===== src/rtl/dm_arbiter_if.sv =====
// Bundle of both requester ports plus the data-memory port of the arbiter.
// Latency: none, this is wiring only.
// Backpressure: requesters hold reqN and their fields until ackN.
interface dm_arbiter_if #(
    parameter int AW = 5,
    parameter int DW = 32
);
    // requester 0 (CPU load/store port)
    logic          req0;
    logic          we0;
    logic [AW-1:0] addr0;
    logic [DW-1:0] wd0;
    logic          ack0;
    logic [DW-1:0] rdata0;
    // requester 1 (loader/debug port)
    logic          req1;
    logic          we1;
    logic [AW-1:0] addr1;
    logic [DW-1:0] wd1;
    logic          ack1;
    logic [DW-1:0] rdata1;
    // data memory side
    logic [AW-1:0] addressDM;
    logic [DW-1:0] wd;
    logic          we;
    logic [DW-1:0] rd;
    logic          busy;

    // arbiter view
    modport slave (
        input  req0, we0, addr0, wd0, req1, we1, addr1, wd1, rd,
        output ack0, rdata0, ack1, rdata1, addressDM, wd, we, busy
    );

    // environment view: both requesters and the memory
    modport master (
        output req0, we0, addr0, wd0, req1, we1, addr1, wd1, rd,
        input  ack0, rdata0, ack1, rdata1, addressDM, wd, we, busy
    );
endinterface


===== src/rtl/dm_arbiter.sv =====
// Two-port round-robin arbiter in front of a single-port data memory.
// Latency: request latched at an IDLE edge, one GRANT cycle, ack pulse in the following RESP cycle.
// Backpressure: a loser (or a request arriving while busy) simply waits; requests are never dropped.
module dm_arbiter #(
    parameter int AW = 5,
    parameter int DW = 32
) (
    input  logic          clk,
    input  logic          rst_n,
    dm_arbiter_if.slave   bus
);

    typedef enum logic [1:0] {
        S_IDLE  = 2'd0,
        S_GRANT = 2'd1,
        S_RESP  = 2'd2
    } state_t;

    state_t        r_state;
    state_t        w_next_state;
    logic          r_winner;   // requester owning the current transaction
    logic          r_last;     // requester served most recently
    logic          r_we_q;
    logic [AW-1:0] r_addr;
    logic [DW-1:0] r_wd;
    logic [DW-1:0] r_rdata0;
    logic [DW-1:0] r_rdata1;

    logic          w_any_req;
    logic          w_win;

    assign w_any_req = bus.req0 | bus.req1;
    // On a tie the requester not served last wins; otherwise the lone requester wins.
    assign w_win     = (bus.req0 && bus.req1) ? ~r_last : bus.req1;

    // State register; reset discards any in-flight transaction.
    always_ff @(posedge clk or negedge rst_n) begin
        if (!rst_n) begin
            r_state <= S_IDLE;
        end else begin
            r_state <= w_next_state;
        end
    end

    // Next-state logic: fixed IDLE -> GRANT -> RESP -> IDLE walk once a request is taken.
    always_comb begin
        w_next_state = r_state;
        case (r_state)
            S_IDLE:  if (w_any_req) w_next_state = S_GRANT;
            S_GRANT: w_next_state = S_RESP;
            S_RESP:  w_next_state = S_IDLE;
            default: w_next_state = S_IDLE;
        endcase
    end

    // Latch the winner's command on entry to GRANT; capture read data when GRANT ends.
    always_ff @(posedge clk or negedge rst_n) begin
        if (!rst_n) begin
            r_winner <= 1'b0;
            r_last   <= 1'b1;   // requester 0 takes the first tie
            r_we_q   <= 1'b0;
            r_addr   <= '0;
            r_wd     <= '0;
            r_rdata0 <= '0;
            r_rdata1 <= '0;
        end else begin
            if (r_state == S_IDLE && w_any_req) begin
                r_winner <= w_win;
                r_last   <= w_win;
                r_we_q   <= w_win ? bus.we1   : bus.we0;
                r_addr   <= w_win ? bus.addr1 : bus.addr0;
                r_wd     <= w_win ? bus.wd1   : bus.wd0;
            end
            if (r_state == S_GRANT && !r_we_q) begin
                if (r_winner) r_rdata1 <= bus.rd;
                else          r_rdata0 <= bus.rd;
            end
        end
    end

    // Strobes decode straight from state so reset removes them immediately.
    assign bus.we        = (r_state == S_GRANT) && r_we_q;
    assign bus.ack0      = (r_state == S_RESP) && !r_winner;
    assign bus.ack1      = (r_state == S_RESP) &&  r_winner;
    assign bus.busy      = (r_state != S_IDLE);
    assign bus.addressDM = r_addr;
    assign bus.wd        = r_wd;
    assign bus.rdata0    = r_rdata0;
    assign bus.rdata1    = r_rdata1;

endmodule


===== src/flat_wrapper.sv =====
// flat-port wrapper written by rule: the top's interface ports become plain ports
module dm_arbiter_flat 
#(
    parameter int AW = 5,
    parameter int DW = 32
)
  (clk, rst_n, bus_req0, bus_we0, bus_addr0, bus_wd0, bus_req1, bus_we1, bus_addr1, bus_wd1, bus_rd, bus_ack0, bus_rdata0, bus_ack1, bus_rdata1, bus_addressDM, bus_wd, bus_we, bus_busy);
  dm_arbiter_if #(.AW(AW), .DW(DW)) bus_i ();
  input  logic clk;
  input  logic rst_n;
  input wire logic [$bits(bus_i.req0)-1:0] bus_req0;
  input wire logic [$bits(bus_i.we0)-1:0] bus_we0;
  input wire logic [$bits(bus_i.addr0)-1:0] bus_addr0;
  input wire logic [$bits(bus_i.wd0)-1:0] bus_wd0;
  input wire logic [$bits(bus_i.req1)-1:0] bus_req1;
  input wire logic [$bits(bus_i.we1)-1:0] bus_we1;
  input wire logic [$bits(bus_i.addr1)-1:0] bus_addr1;
  input wire logic [$bits(bus_i.wd1)-1:0] bus_wd1;
  input wire logic [$bits(bus_i.rd)-1:0] bus_rd;
  output wire logic [$bits(bus_i.ack0)-1:0] bus_ack0;
  output wire logic [$bits(bus_i.rdata0)-1:0] bus_rdata0;
  output wire logic [$bits(bus_i.ack1)-1:0] bus_ack1;
  output wire logic [$bits(bus_i.rdata1)-1:0] bus_rdata1;
  output wire logic [$bits(bus_i.addressDM)-1:0] bus_addressDM;
  output wire logic [$bits(bus_i.wd)-1:0] bus_wd;
  output wire logic [$bits(bus_i.we)-1:0] bus_we;
  output wire logic [$bits(bus_i.busy)-1:0] bus_busy;
  assign bus_i.req0 = bus_req0;
  assign bus_i.we0 = bus_we0;
  assign bus_i.addr0 = bus_addr0;
  assign bus_i.wd0 = bus_wd0;
  assign bus_i.req1 = bus_req1;
  assign bus_i.we1 = bus_we1;
  assign bus_i.addr1 = bus_addr1;
  assign bus_i.wd1 = bus_wd1;
  assign bus_i.rd = bus_rd;
  assign bus_ack0 = bus_i.ack0;
  assign bus_rdata0 = bus_i.rdata0;
  assign bus_ack1 = bus_i.ack1;
  assign bus_rdata1 = bus_i.rdata1;
  assign bus_addressDM = bus_i.addressDM;
  assign bus_wd = bus_i.wd;
  assign bus_we = bus_i.we;
  assign bus_busy = bus_i.busy;
  dm_arbiter #(.AW(AW), .DW(DW)) u_core (.clk(clk), .rst_n(rst_n), .bus(bus_i));
endmodule

===== config.mk =====
export PLATFORM = sky130hd
export DESIGN_NAME = dm_arbiter_flat
export DESIGN_NICKNAME = d
export VERILOG_FILES = /design/src/rtl/dm_arbiter_if.sv /design/src/rtl/dm_arbiter.sv /design/src/flat_wrapper.sv
export SDC_FILE = /design/constraint.sdc
export NUM_CORES = 1
export LEC_CHECK = 0
export CORE_MARGIN = 2
export CORE_UTILIZATION = 41
export DETAILED_ROUTE_END_ITERATION = 7
export PLACE_DENSITY = 0.83
export SLEW_MARGIN = 25
export SYNTH_ARGS = -nofsm -noshare
export SYNTH_HDL_FRONTEND = slang
export SYNTH_SLANG_ARGS = --single-unit
export TNS_END_PERCENT = 30

===== constraint.sdc =====
create_clock -name clk -period 2.1 [get_ports clk]
set_clock_uncertainty 0.2 [all_clocks]
set_input_delay 0.315 -clock clk [delete_from_list [all_inputs] [get_ports clk]]
set_output_delay 0.315 -clock clk [all_outputs]
set_load 0.005 [all_outputs]

# Yosys cells after proc, flatten, opt, wreduce, memory -nomap -nowiden
# Cells that the tools add are included.
[word_totals]
ff_bits = 106
latchBits = 0
mem_bits_rw = 0
mem_bits_ro = 0
out_inout_bits = 105
wordCells = 32
memories = 0
[classes]
add_sub_neg = 0
multipliers = 0
div_mod_pow = 0
n_lt_le_gt_ge = 0
eq_ne = 3
shifts = 0
mux = 6
n_bitwise = 3
n_reduce_logical = 12
[ops]
columns = ["operator", "n"]
rows = [
  ["$mux 32", 1],
  ["$logic_and 1x1->1", 6],
  ["$mux 5", 1],
  ["$pmux 2 s2", 1],
  ["$reduce_and 2->1", 2],
  ["$eq 2x1->1 const B", 1],
  ["$eq 2x2->1 const B", 1],
  ["$logic_not 1->1", 2],
  ["$logic_not 2->1", 1],
  ["$mux 1", 2],
  ["$mux 2", 1],
  ["$ne 2x1->1 const B", 1],
  ["$not 1->1", 2],
  ["$reduce_bool 2->1", 1],
  ["$or 1x1->1", 1],
]

# Depth between registers and ports, before layout
# Gate-level depths: netlist of the first run.
[depth]
depth_word = 3
depth_mapped = 5
ltp_nobuf = 3

# Worst setup path after synthesis of the first run
# Ideal clock, no wire load.
[synth_path]
kind = "register -> register"
startpoint = "register u_core.r_last"
endpoint = "register u_core.r_wd[22] (netlist: u_core.bus.wd[22])"
arrival_time_ns = 1.488
required_ns = 1.775
slack_ns = 0.287
path_stages_with_launch = 6
period_less_slack_ns = 1.813
path_cell_list = "dfstp_2 > a21bo_2 > buf_6 > buf_6 > mux2_4 > mux2_4"
[synth_between]
elab_chain_len = 3
[synth_rtl]
columns = ["item", "line", "text"]
rows = [
  ["start: declaration", "dm_arbiter.sv:22", "logic r_last;"],
  ["start signal: assignment", "dm_arbiter.sv:69", "r_last <= w_win;"],
  ["$not 1->1", "dm_arbiter.sv:34", "assign w_win = (bus.req0 && bus.req1) ? ~r_last : bus.req1;"],
  ["$mux 1", "dm_arbiter.sv:34", ""],
  ["$mux 32", "dm_arbiter.sv:72", "r_wd <= w_win ? bus.wd1 : bus.wd0;"],
  ["end signal: assignment", "dm_arbiter.sv:72", ""],
  ["end: declaration", "dm_arbiter.sv:25", "logic [DW-1:0] r_wd;"],
]
# No other way between the ends.
# A chain may end at the register's enable or synchronous reset.

# Final worst setup path of the first run
[layout_path]
startpoint = "register u_core.r_state[0]"
endpoint = "output port bus_busy"
[layout_between]
elab_chain_len = 1
[layout_rtl]
columns = ["item", "line", "text"]
rows = [
  ["start: declaration", "dm_arbiter.sv:19", "state_t r_state;"],
  ["start signal: assignment", "dm_arbiter.sv:41", "r_state <= w_next_state;"],
  ["$reduce_bool 2->1", "dm_arbiter.sv:85", "assign bus.busy = (r_state != S_IDLE);"],
  ["end: declaration", "flat_wrapper.sv:27", "output wire logic [$bits(bus_i.busy)-1:0] bus_busy;"],
]
# No other way between the ends.

==> results of run 1 <==
==> power groups by stage <==
stage,Sequential [W],Combinational [W],Clock [W]
after floorplan,0.00373,0.00192,0
after global placement,0.00364,0.00475,0
after detailed placement,0.00371,0.00485,0
after CTS,0.00368,0.00486,0.00124
after global routing,0.00381,0.00512,0.00133
final,0.00367,0.00481,0.00119
==> stage by stage <==
| step | cell area, um2 | TNS [ns] | hold WS [ns] | setup slack (ns) |
|---|---|---|---|---|
| 2_1_floorplan | 4520 | 0 | -0.181 | 0.287 |
| 3_3_place_gp | 6940 | -0.791 | -0.0736 | -0.0521 |
| 3_5_place_dp | 6940 | -1.90 | -0.0741 | -0.0870 |
| 4_1_cts | 7140 | -0.0171 | 0.0565 | -0.0171 |
| 5_1_grt | 7160 | 0 | 0.0862 | 0.00216 |
| 6_report | 7160 | 0 | 0.108 | 0.0818 |
==> flip-flops by register name (all words and copies together), names as in the netlist <==
register,cells
u_core.bus.wd,32
u_core.bus.addressDM,5
u_core.bus.rdata0,32
u_core.r_we_q,1
u_core.r_state,2
u_core.r_winner,1
u_core.bus.rdata1,32
u_core.r_last,1
==> cells by family after synthesis <==
kind of cell | after synthesis | synth area share, %
multiplexers | 140 | 36.4
flip-flops | 106 | 58.7
buffers and inverters | 16 | 2.82
AND/OR/NAND/NOR | 7 | 1.27
AO/OA/AOI/OAI | 5 | 0.776
==> worst paths after layout <==
kind,from,endpoint
max in group asynchronous,rst_n,u_core.r_last
min reg2reg,u_core.bus.wd[7],u_core.bus.wd[7]
min,rst_n,u_core.bus.wd[30]
min in group clk,u_core.bus.wd[7],u_core.bus.wd[7]
max reg2reg,u_core.r_state[1],u_core.bus.rdata0[10]
max,u_core.r_state[0],bus_busy
==> repair_timing <==
item,in CTS,in global routing
buffers inserted,0,1
resized for setup,6,2
hold buffers,1,0
endpoints found under the hold margin,105,0
setup endpoints to repair,3,1
==> cell type report <==
type	instances	area share, %
clock buffers	15	2.47
inverters	2	0.105
flip-flops and latches	106	37.1
well taps	140	2.45
clock inverters	1	0.105
repair buffers	231	33.1
multi-input cells	152	24.7
==> worst reg2reg max path, cell delays in order (launching register included) <==
cell and delay, ns:
dfrtp_1 0.44, and2b_2 0.27, nor3b_4 0.26, buf_4 0.26, mux2_2 0.36
==> synth_stat cells <==
| library cell | n | share of area (%) |
|---|---|---|
| inv_1 | 2 | 0.17 |
| a21oi_1 | 1 | 0.11 |
| and2b_1 | 1 | 0.17 |
| nor2_1 | 1 | 0.083 |
| buf_2 | 6 | 0.66 |
| nor3b_1 | 2 | 0.33 |
| dfrtp_1 | 105 | 58 |
| a21bo_2 | 1 | 0.22 |
| buf_6 | 8 | 2.0 |
| nor3b_2 | 2 | 0.55 |
| o21a_1 | 1 | 0.17 |
| a31oi_1 | 1 | 0.14 |
| o22ai_1 | 1 | 0.14 |
| mux2_4 | 18 | 6.0 |
| dfstp_2 | 1 | 0.58 |
| and2_1 | 1 | 0.14 |
| mux2_2 | 122 | 30 |
==> routing by layer <==
metal / global-route usage [%] / share of wire [%]
met5: 0 / 0
met3: 5.92 / 6.8
met1: 20.8 / 36
met4: 11.3 / 3.9
met2: 35.4 / 53
==> impl_metrics.tcl, run 1 <==
set metrics [dict create \
    outcome "finished, final reports clean" \
    rsz0062_at_grt "false" \
    die_w_um 109 \
    clock_sinks 106 \
    cts_tree "done" \
    clock_latency_ns 0.37 \
    num_antenna_cells 0 \
    start_util_pct 41.9 \
    syn_to_final_growth_pct 58.4 \
    vdd_drop_max_v 0.000707 \
    cap_viol_max_count 0 \
    crit_chain "nor2_4 -> inv_1 -> clkdlybuf4s50_1" \
    cts_inserted_buffers 9 \
    worstPathMaxFanout 4 \
    min_period_ns 2.02 \
    path_depth 3 \
    drt-initial-drc-count 87 \
    internal_power_w 0.00699 \
    drtPass1Iterations 4 \
    p_sw_share_pct 27.7 \
    start_kind "register" \
    drt-wirelength-per-cell_um 17.7 \
    ff2ff_path_depth 4 \
    drive_gt1_share_pct 34.9 \
    seq_power_share_pct 38.0 \
    final_cells 647 \
    p_comb_share_pct 49.8 \
    min-delay-path-class "input port to async pin" \
    ioPinCount 217 \
    dpl.cell_count 629 \
    num_vias 3150 \
    fin_util_pct 66.3 \
    regArea_um2 2660 \
    nets 614 \
    setup_viol 0 \
    yosysSeqAreaShare_pct 58.7 \
    final_cell_mix "212 x clkdlybuf4s50_1, 122 x mux2_2, 104 x dfrtp_1, 18 x mux2_4, 12 x clkbuf_8" \
    crit_buf_inv 2 \
    netlist_area_um2 4520 \
    row_count 38 \
    critPathKind "register to output pin" \
    leakage_nw 2.97 \
    cts_buffer_depth 2 \
    yosysUniqueCellTypes 17 \
    port-buffer-count 216 \
    gr-total-overflow 0 \
    max_freq_mhz 495 \
    crit_path_end_kind "output pin" \
    core_um2 10800 \
    grt_pass1_vias 3501 \
    synth_nets 386 \
    die_h_um 109 \
    clockPowerShare_pct 12.3 \
    ys_ff_latch 106 \
    drc 0 \
    cp.arrival_ns 1.50 \
    ant_nets 0 \
    syn_inst 274 \
    worstMarginPinSlew_ns 0.329 \
    p_switching_w 0.00268 \
    grt_pass1_wl_um 17700 \
    wl_um 11500 \
    grt_max_degree 59 \
    cts.htree.levels 3 \
    yosysWarnings 0 \
    detail_route.vias_per_cell 4.87 \
    drv_slew 0 \
    dp_hpwl_um 8650 \
    fill_cells 805 \
    track_usage_pct 19.9 \
    die-area_um2 11900 \
    required_ns 1.58 \
    reg2reg_slack_ns 0.20 \
    place.gp.congestion 0.747 \
    powerDensity_nw_per_um2 1350 \
    avgSynthCellArea_um2 16.5 \
    antenna_found_initial 0 \
    crit_family "buffers and inverters" \
    clk_pin_slew_ns 0.10 \
    max_stage_delay_ns 0.47 \
    maxSlewHeadroom_pct 78.0 \
    p_total_w 0.00967 \
    layout_commonest_cell "clkdlybuf4s50_1" \
    multi_input_area_um2 1760 \
    slowest_stage "clkdlybuf4s50_1" \
    finalHoldViolations 0 \
    cts-root-buf "clkbuf_8" \
    min_period_over_period_pct 96.1 \
]
(Power assumes the default switching activity.)
==> inputs of run 2 (changes only) <==
- CTS_CLUSTER_SIZE: not set -> 16
==> results of run 2 <==
Same layout as run 1: the final DEF is identical, and so are final timing and power.
